===== src/rtl/capture_readout.sv =====
// capture_readout: drains the circular capture buffer oldest-first onto a valid/ready byte stream.
// Define CAPTURE_READOUT_HEADER_EN to prefix each non-empty readout with a 4-byte header.
module capture_readout #(
  parameter int ADDR_W    = 18,
  parameter int DATA_W    = 8,
  parameter int RAM_DEPTH = 262144
) (
  input  logic              clk,
  input  logic              resetn,
  input  logic              start,
  input  logic              abort,
  input  logic [ADDR_W-1:0] base_addr,
  input  logic [ADDR_W:0]   length,
  output logic              ram_en,
  output logic [ADDR_W-1:0] ram_addr,
  input  logic [DATA_W-1:0] ram_dout,
  output logic [DATA_W-1:0] m_data,
  output logic              m_valid,
  input  logic              m_ready,
  output logic              busy,
  output logic              done,
  output logic              err
);

  localparam logic [ADDR_W:0]   DEPTH_L   = (ADDR_W+1)'(RAM_DEPTH);
  localparam logic [ADDR_W:0]   ZERO_LEN  = {(ADDR_W+1){1'b0}};
  localparam logic [ADDR_W:0]   ONE_LEN   = (ADDR_W+1)'(1);
  localparam logic [ADDR_W-1:0] LAST_ADDR = ADDR_W'(RAM_DEPTH - 1);
  localparam logic [ADDR_W-1:0] ZERO_ADDR = {ADDR_W{1'b0}};
  localparam logic [ADDR_W-1:0] ONE_ADDR  = ADDR_W'(1);

`ifdef CAPTURE_READOUT_HEADER_EN
  typedef enum logic [2:0] {IDLE = 3'd0, READ = 3'd1, LATCH = 3'd2, SEND = 3'd3,
                            FIN = 3'd4, HDR = 3'd5} state_t;
  localparam state_t FIRST_ST = HDR;
`else
  typedef enum logic [2:0] {IDLE = 3'd0, READ = 3'd1, LATCH = 3'd2, SEND = 3'd3,
                            FIN = 3'd4} state_t;
  localparam state_t FIRST_ST = READ;
`endif

  state_t              state_r, next_s;
  logic [ADDR_W-1:0]   addr_r;
  logic [ADDR_W:0]     remaining_r;
  logic                ram_en_r, ram_en_d;
  logic [ADDR_W-1:0]   ram_addr_r, ram_addr_d;
  logic [DATA_W-1:0]   m_data_r, m_data_d;
  logic                m_valid_r, m_valid_d;
  logic                busy_r, busy_d, done_r, done_d, err_r, err_d;
  logic                fire_s, start_bad_s, start_go_s;

  assign fire_s      = m_valid_r & m_ready;
  assign start_bad_s = ({1'b0, base_addr} >= DEPTH_L) || (length > DEPTH_L);
  assign start_go_s  = start & ~abort & ~start_bad_s;

`ifdef CAPTURE_READOUT_HEADER_EN
  logic [1:0]      hdr_idx_r, hdr_idx_d;
  logic [ADDR_W:0] hdr_len_s;

  // Header byte for a given index: marker, then length little-endian (top byte 3 bits wide)
  function automatic logic [7:0] hdr_byte(input logic [1:0] idx, input logic [ADDR_W:0] len);
    case (idx)
      2'd0:    hdr_byte = 8'hA5;
      2'd1:    hdr_byte = 8'(len);
      2'd2:    hdr_byte = 8'(len >> 8);
      2'd3:    hdr_byte = 8'(len >> 16) & 8'h07;
      default: hdr_byte = 8'hA5;
    endcase
  endfunction

  // Next header index and the length the header describes
  always_comb begin
    if (state_r == IDLE) begin
      hdr_idx_d = 2'd0;
      hdr_len_s = length;
    end else if (state_r == HDR && fire_s) begin
      hdr_idx_d = hdr_idx_r + 2'd1;
      hdr_len_s = remaining_r;
    end else begin
      hdr_idx_d = hdr_idx_r;
      hdr_len_s = remaining_r;
    end
  end
`endif

  // State register
  always_ff @(posedge clk) begin
    if (!resetn) state_r <= IDLE;
    else         state_r <= next_s;
  end

  // Next-state logic; abort overrides everything outside IDLE
  always_comb begin
    next_s = state_r;
    if (state_r != IDLE && abort) begin
      next_s = IDLE;
    end else begin
      case (state_r)
        IDLE: begin
          if (start_go_s) next_s = (length == ZERO_LEN) ? FIN : FIRST_ST;
          else            next_s = IDLE;
        end
        READ:  next_s = LATCH;
        LATCH: next_s = SEND;
        SEND: begin
          if (fire_s) next_s = (remaining_r == ONE_LEN) ? FIN : READ;
          else        next_s = SEND;
        end
        FIN:   next_s = IDLE;
`ifdef CAPTURE_READOUT_HEADER_EN
        HDR: begin
          if (fire_s && hdr_idx_r == 2'd3) next_s = READ;
          else                             next_s = HDR;
        end
`endif
        default: next_s = IDLE;
      endcase
    end
  end

  // Output values for the next cycle, derived from the upcoming state so outputs stay registered
  always_comb begin
    ram_en_d = (next_s == READ);
    if (next_s == READ) ram_addr_d = (state_r == IDLE) ? base_addr : addr_r;
    else                ram_addr_d = ram_addr_r;
`ifdef CAPTURE_READOUT_HEADER_EN
    m_valid_d = (next_s == SEND) || (next_s == HDR);
    if (state_r == LATCH && next_s == SEND) m_data_d = ram_dout;
    else if (next_s == HDR)                 m_data_d = DATA_W'(hdr_byte(hdr_idx_d, hdr_len_s));
    else                                    m_data_d = m_data_r;
`else
    m_valid_d = (next_s == SEND);
    if (state_r == LATCH && next_s == SEND) m_data_d = ram_dout;
    else                                    m_data_d = m_data_r;
`endif
    busy_d = (next_s != IDLE);
    done_d = (next_s == FIN);
    err_d  = (state_r == IDLE) && start && !abort && start_bad_s;
  end

  // Address/count datapath and output registers
  always_ff @(posedge clk) begin
    if (!resetn) begin
      addr_r      <= ZERO_ADDR;
      remaining_r <= ZERO_LEN;
      ram_en_r    <= 1'b0;
      ram_addr_r  <= ZERO_ADDR;
      m_data_r    <= {DATA_W{1'b0}};
      m_valid_r   <= 1'b0;
      busy_r      <= 1'b0;
      done_r      <= 1'b0;
      err_r       <= 1'b0;
`ifdef CAPTURE_READOUT_HEADER_EN
      hdr_idx_r   <= 2'd0;
`endif
    end else begin
      if (state_r == IDLE && start_go_s) begin
        addr_r      <= base_addr;
        remaining_r <= length;
      end else if (state_r == READ && !abort) begin
        // Compare-based wrap so non-power-of-two depths work
        addr_r <= (addr_r == LAST_ADDR) ? ZERO_ADDR : addr_r + ONE_ADDR;
      end else if (state_r == SEND && fire_s && !abort) begin
        remaining_r <= remaining_r - ONE_LEN;
      end
      ram_en_r   <= ram_en_d;
      ram_addr_r <= ram_addr_d;
      m_data_r   <= m_data_d;
      m_valid_r  <= m_valid_d;
      busy_r     <= busy_d;
      done_r     <= done_d;
      err_r      <= err_d;
`ifdef CAPTURE_READOUT_HEADER_EN
      hdr_idx_r  <= hdr_idx_d;
`endif
    end
  end

  assign ram_en   = ram_en_r;
  assign ram_addr = ram_addr_r;
  assign m_data   = m_data_r;
  assign m_valid  = m_valid_r;
  assign busy     = busy_r;
  assign done     = done_r;
  assign err      = err_r;

endmodule


===== config.mk =====
export PLATFORM = sky130hd
export DESIGN_NAME = capture_readout
export DESIGN_NICKNAME = d
export VERILOG_FILES = /design/src/rtl/capture_readout.sv
export SDC_FILE = /design/constraint.sdc
export NUM_CORES = 1
export LEC_CHECK = 0
export ABC_AREA = 1
export CAP_MARGIN = 15
export CORE_ASPECT_RATIO = 0.9
export CORE_MARGIN = 2
export CORE_UTILIZATION = 53
export DETAILED_ROUTE_END_ITERATION = 8
export PLACE_DENSITY = 0.89
export SLEW_MARGIN = 20
export SYNTH_ARGS = -nofsm -noshare
export SYNTH_HDL_FRONTEND = slang
export SYNTH_SLANG_ARGS = --single-unit

===== constraint.sdc =====
create_clock -name clk -period 2.3 [get_ports clk]
set_clock_uncertainty 0.15 [all_clocks]
set_input_delay 0.575 -clock clk [delete_from_list [all_inputs] [get_ports clk]]
set_output_delay 0.575 -clock clk [all_outputs]
set_load 0.01 [all_outputs]

==> flow_summary_export.csv, run 1 <==
group,metric,value,unit
logic_synthesis,ys_ff_latch,71,
drt,top_layer,"met4",
floorplan,coreArea,7620,µm²
place,placedCellCount,823,
critical_path,critPathSlowestCell,"clkdlybuf4s50_1",
critical_path,path_delay_family,"simple AND/OR/NAND/NOR gates",
logic_synthesis,synth_area_per_cell,6.57,µm²
drt,wirelength,11700,µm
critical_path,crit_fanout,36,
logic_synthesis,synth_top_area_share,33.6,%
drt,vias_per_cell,5.39,
critical_path,worstPathArrival,2.24,ns
logic_synthesis,synth-edff-count,0,
clock_network,cts_setup_buffers,0,
clock_network,cts_tree,"yes",
floorplan,core.rowCount,30,
finish,final_cells,838,
critical_path,cp-start-kind,"input pin",
timing,clock.fmax,0.474,GHz
place,finalWeightedCongestion,0.905,
logic_synthesis,synthMuxAreaShare,2.40,%
logic_synthesis,synth-simple-area-share,41.0,%
drt,wl_per_cell,13.9,µm
logic_synthesis,syn_area,4220,µm²
finish,antennaDiodeCount,0,
global_route,grt.overflow.total,0,
logic_synthesis,ys.warnings.count,0,
floorplan,die-area,8700,µm²
global_route,antenna_found_initial,0,
timing,setup_violations,0,
floorplan,io_pins,81,
critical_path,path_buf_inv,2,
logic_synthesis,synthArstFlopShare,0,%
timing,maxSlewHeadroom,73.3,%
drt,dr_total_vias,4516,
logic_synthesis,synth_top_area_cell,"dfxtp_1",
pwr,sw_frac_of_total,27.8,%
clock_network,cts.sink_count,71,
finish,multiInputGateArea,2360,µm²
finish,design_area,5500,µm²
finish,register_area,1420,µm²
place,port_buffers,80,
pwr,ir_worst_vdd,0.293,mV
logic_synthesis,synth_top_cells_by_area,"dfxtp_1 (34%), nand2_1 (13%), nor2_1 (9.4%), nand3_1 (9.4%), inv_1 (6.4%)",
finish,fillers,590,
clock_network,clk_pin_slew,0.06,ns
clock_network,cts_root_buffer,"clkbuf_8",
clock_network,clock_latency,0.35,ns
pwr,p_int,2030,µW
pwr,p_clk_share,32.8,%
pwr,power_density,512,nW/µm²
drt,drc,0,
drt,dr_wl_met3,689,µm
logic_synthesis,synthAdderAreaFrac,0.889,%
pwr,comb_power_share,20.0,%
critical_path,worstPathRequired,2.43,ns
min_path,hp-class,"flip-flop to flip-flop",
pwr,p_leak,0.00258,µW
clock_network,cts-buffers-inserted,9,
pwr,power.switching,783,µW
floorplan,dieWidth,98.1,µm
critical_path,r2r_start,"addr_r[0]",
timing,worstMarginPinSlew,0.397,ns
critical_path,cp_common_cell,"nand2_1",
place,dp_hpwl,8390,µm
logic_synthesis,ys_seq_area_share,33.6,%
clock_network,htree_num_levels,3,
logic_synthesis,yosysMostFrequentCell,"nand2_1",
min_path,worst_hold_startpoint,"m_data[1]",
logic_synthesis,yosys.cell_types.count,35,
finish,finish.utilization,72.1,%
logic_synthesis,synth_top_family_by_area,"simple AND/OR/NAND/NOR gates",
drt,drt_iter0_markers,341,
logic_synthesis,synthXorXnorAreaFrac,4.56,%
timing,finalCritPeriodShare,91.7,%
job,drv_cap,0,
timing,drv_slew,0,
floorplan,die_h,88.7,µm
global_route,grt_pass1_vias,4231,
logic_synthesis,synth_compound_area_share,6.81,%
logic_synthesis,ys_top_cells_by_count,"nand2_1 (148), nor2_1 (106), nand3_1 (79)",
timing,period_needed,2.11,ns
logic_synthesis,syn_inst,643,
timing,hold_viol,0,
finish,syn_to_final_growth,30.1,%
critical_path,crit_path_max_incr_delay,0.42,ns
drt,antenna_left,0,
logic_synthesis,syn_nets,696,
pwr,seqPwrFrac,47.2,%
critical_path,critPathLaunch,"length[12]",
global_route,grt_usage,27.0,%
logic_synthesis,synthFlopType,"dfxtp_1",
critical_path,worstSetupEndpointType,"flip-flop",
clock_network,ctsLongestPathBuffers,2,
global_route,grt_start_max_net_pins,37,
place,placed_cell_area,5300,µm²
critical_path,worstPathCellList,"clkdlybuf4s50_1 -> nor2_1 -> nand2_1 -> nor2_2 -> nand2_1 -> nand2_2 -> nand3_1 -> nand2_2 -> nand3_4 -> buf_12 -> nand2_1 -> nand2_1 -> nor2_1",
floorplan,start_util,55.4,%
status,status,"finished, final reports clean",
pwr,p_total,2810,µW
finish,drive_gt1_share,12.3,%
critical_path,critical_path_class,"input pin to flip-flop",
drt,met1_length,4690,µm
drt,met2_length,6110,µm
global_route,grt_pass1_wl,19000,µm
drt,drtPass1Iterations,5,
finish,nets,791,
## layout by cell type, fill, tap and decap left out
cell	n
clkbuf_1	3
and2_1	1
nand3_2	7
a21oi_1	19
nor3_1	6
nand4_4	1
nor2_2	9
buf_12	6
nand2_1	147
dfxtp_1	71
ha_1	3
nand3_1	79
mux2_2	9
o21ai_0	14
xor2_1	15
inv_1	72
a211oi_1	8
nand2_4	2
nand2_2	6
inv_2	6
a31oi_1	8
or2_2	1
nand4_1	9
xnor2_1	7
nor2_4	4
clkdlybuf4s50_1	80
nand3_4	1
nor2_1	103
nand3b_1	3
o211ai_1	1
nor2_8	1
clkinv_1	1
buf_4	26
clkbuf_8	12
o21ai_1	1
## metal layers
metal  vias to the layer above  global-route usage, %
met5                         -                      0
met4                         0                   9.34
met3                        21                   6.00
met2                       169                   50.9
met1                      2092                   30.3
li1                       2234                      -
## state kept, by name, summed over array words and instances, names as in the netlist
register and flops:
addr_r 18, busy 1, done 1, err 1, m_data 8, m_valid 1, ram_addr 18, ram_en 1
remaining_r 19, state_r 3
## power groups by stage
stage	sequential (µW)	combinational, µW	clock (µW)
2_1_floorplan	1350	300	0
3_3_place_gp	1350	529	0
3_5_place_dp	1350	548	0
4_1_cts	1330	555	928
5_1_grt	1330	618	981
6_report	1330	562	922
## path summary, 6_finish.rpt
path                                    end  slack (ns)  depth (start not counted)
worst max-delay path            ram_addr[0]        0.19                         13
worst min-delay path              m_data[1]        0.35                          2
worst max register to register   addr_r[17]        0.22                         10
worst min register to register    m_data[1]        0.35                          2
## per-stage QoR
stage	setup WS, ns	hold slack [ns]	setup TNS (ns)
2_1_floorplan	0.477	0.337	0
3_3_place_gp	-0.108	0.329	-4.04
3_5_place_dp	-0.198	0.338	-7.41
6_report	0.192	0.347	0
5_1_grt	-0.0265	0.361	-0.0348
4_1_cts	0.136	0.347	0
## cell families (layout without fill, tap and decap cells)
| kind of cell | after synthesis | in the layout |
|---|---|---|
| simple gates | 380 | 380 |
| fa+ha+maj | 3 | 3 |
| xor+xnor | 22 | 22 |
| flops | 71 | 71 |
| compound gates | 51 | 51 |
| mux | 9 | 9 |
| buf+inv | 107 | 206 |
## worst register-to-register path: stages, from the launching register on
cell and delay, ns:
dfxtp_1 0.45, ha_1 0.22, nand2_2 0.12, nor2_8 0.16, nand2_4 0.07, nor2_4 0.11, nand4_4 0.26, nand2_1 0.18
inv_1 0.05, a21oi_1 0.15, nor2_1 0.06
## layout make-up
cell class | instances | area share (%)
flip-flops and latches | 71 | 25.9
multi-input cells | 465 | 43.0
well taps | 96 | 2.19
repair buffers | 112 | 20.3
inverters | 79 | 5.40
clock buffers | 15 | 3.21
## timing repair
item | in CTS | in global routing
hold buffers | 0 | 0
gates resized for setup | 0 | 5
setup endpoints to repair | 0 | 16
Note: power is estimated with default switching activity, not from simulation.
==> run 2, diff against run 1 <==
--- a/config.mk
+++ b/config.mk
@@ -6,9 +6,8 @@
 export NUM_CORES = 1
 export LEC_CHECK = 0
 export ABC_AREA = 1
-export CAP_MARGIN = 15
 export CORE_ASPECT_RATIO = 0.9
-export CORE_MARGIN = 2
+export CORE_MARGIN = 1
 export CORE_UTILIZATION = 53
 export DETAILED_ROUTE_END_ITERATION = 8
 export PLACE_DENSITY = 0.89
==> flow_summary_export.csv, run 2 (synthesis results as in run 1) <==
group,metric,value,unit
global_route,grt_usage,30.0,%
critical_path,worstSetupEndpointType,"flip-flop",
place,port_buffers,80,
floorplan,die_h,86.7,µm
global_route,grt_pass1_vias,4474,
critical_path,critical_path_class,"input pin to flip-flop",
finish,fillers,573,
floorplan,die-area,8330,µm²
clock_network,htree_num_levels,3,
global_route,globalRouteMet1Util,32.7,%
status,status,"finished, final reports clean",
critical_path,cp-start-kind,"input pin",
global_route,use_met3,7.54,%
finish,antennaDiodeCount,0,
clock_network,clk_pin_slew,0.07,ns
drt,vias_per_cell,5.47,
finish,drive_gt1_share,12.4,%
finish,largest_register,"remaining_r",
pwr,p_total,2970,µW
floorplan,coreArea,7620,µm²
min_path,hp-class,"flip-flop to flip-flop",
floorplan,core.rowCount,30,
clock_network,cts.sink_count,71,
finish,nets,792,
global_route,grt_use_met2,54.2,%
drt,drc,0,
floorplan,start_util,55.4,%
drt,drtPass1Iterations,5,
timing,maxSlewHeadroom,70.9,%
pwr,ir_worst_vdd,0.283,mV
finish,layout_commonest_cell,"nand2_1",
timing,hold_viol,0,
clock_network,cts-buffers-inserted,9,
clock_network,cts_hold_buf,0,
floorplan,io_pins,81,
drt,wl_per_cell,14.0,µm
global_route,grt.overflow.total,0,
global_route,grt_pass1_wl,19600,µm
timing,fin_setup_tns,0,ns
timing,worstMarginPinSlew,0.433,ns
clock_network,ctsLongestPathBuffers,2,
floorplan,dieWidth,96.1,µm
finish,syn_to_final_growth,30.2,%
place,dp_hpwl,8400,µm
timing,clock.fmax,0.464,GHz
finish,final_cell_mix,"nand2_1 (148), nor2_1 (103), clkdlybuf4s50_1 (80), nand3_1 (79), inv_1 (72)",
pwr,power_density,539,nW/µm²
global_route,grt_start_max_net_pins,37,
job,drv_cap,0,
clock_network,cts_setup_buffers,0,
place,finalWeightedCongestion,0.941,
drt,wirelength,11700,µm
drt,drt_iter0_markers,301,
clock_network,cts_tree,"yes",
drt,dr_total_vias,4598,
timing,rsz0062_at_grt,"no",
drt,antenna_left,0,
timing,period_needed,2.16,ns
pwr,p_leak,0.00258,µW
critical_path,worstPathArrival,2.24,ns
clock_network,clock_latency,0.35,ns
clock_network,cts_root_buffer,"clkbuf_8",
finish,largest_reg_flops,19,
global_route,grt_busiest_layer,"met2",
global_route,antenna_found_initial,0,
critical_path,crit_fanout,28,
timing,setup_violations,0,
critical_path,worstPathRequired,2.38,ns
timing,finalCritPeriodShare,93.8,%
timing,drv_slew,0,
-- run 2: cell count changes in the layout (fill, tap and decap cells not counted), sizes merged --
cell    before  now
clkbuf      15   12
buf         32   33
clkinv       1    3
bufinv       0    2
-- run 2: repair_timing --
action	in CTS	in global routing
resized for setup	0	3
setup endpoints to repair	0	2
endpoints found under the hold margin	0	0
-- run 2: layout make-up --
class / instances / area, µm² / area share, %
inverter: 79 / 297 / 5.39
clock buffer: 12 / 135 / 2.46
tap: 96 / 120 / 2.18
clock inverter: 4 / 70.1 / 1.27
timing repair buffer: 113 / 1100 / 20.0
sequential: 71 / 1420 / 25.8
multi-input combinational: 465 / 2360 / 42.9
-- run 2: power by group --
part	switching, µW	internal [µW]	total, µW
Combinational	287	268	555
Sequential	47.7	1280	1330
Clock	474	609	1080
-- run 2: worst paths after layout --
check / from / endpoint / slack (ns) / depth (start not counted)
worst max-delay path: length[11] / addr_r[17] / 0.14 / 12
worst min-delay path: m_data[2] / m_data[2] / 0.35 / 2
worst max register to register: remaining_r[0] / remaining_r[18] / 0.23 / 11
worst min register to register: m_data[2] / m_data[2] / 0.35 / 2
-- run 2: per-layer routing --
layer | vias up | part of all wire (%)
met5 | - | 0
met2 | 204 | 51
met1 | 2106 | 39
li1 | 2237 | -
met3 | 51 | 6.5
met4 | 0 | 3.3
-- run 2: critical path: stages --
cell and delay, ns:
clkdlybuf4s50_1 0.45, nor2_1 0.10, nand2_1 0.11, nor2_2 0.14, nand2_1 0.06, nand2_1 0.10
nand2_2 0.13, buf_12 0.20, nand3_1 0.08, o21ai_0 0.09, a21oi_1 0.14, nor2_1 0.05
-- run 2: metrics by stage --
| stage | cells | instance area, µm² | hold WS, ns | worst slack, ns | utilization [%] |
|---|---|---|---|---|---|
| finish | 840 | 5500 | 0.346 | 0.143 | 72.2 |
| global route | 840 | 5500 | 0.388 | 0.0362 | 72.2 |
| CTS | 840 | 5490 | 0.352 | 0.123 | 72.1 |
| detailed placement | 824 | 5290 | 0.342 | -0.231 | 69.4 |
| global placement | 824 | 5290 | 0.330 | -0.103 | 69.4 |
| floorplan | 643 | 4220 | 0.337 | 0.477 | - |
==> run 3, diff against run 2 <==
--- a/config.mk
+++ b/config.mk
@@ -7,7 +7,7 @@
 export LEC_CHECK = 0
 export ABC_AREA = 1
 export CORE_ASPECT_RATIO = 0.9
-export CORE_MARGIN = 1
+export CORE_MARGIN = 2
 export CORE_UTILIZATION = 53
 export DETAILED_ROUTE_END_ITERATION = 8
 export PLACE_DENSITY = 0.89
==> results of run 3 <==
No change in the layout: final DEF, timing and power equal those of run 1.
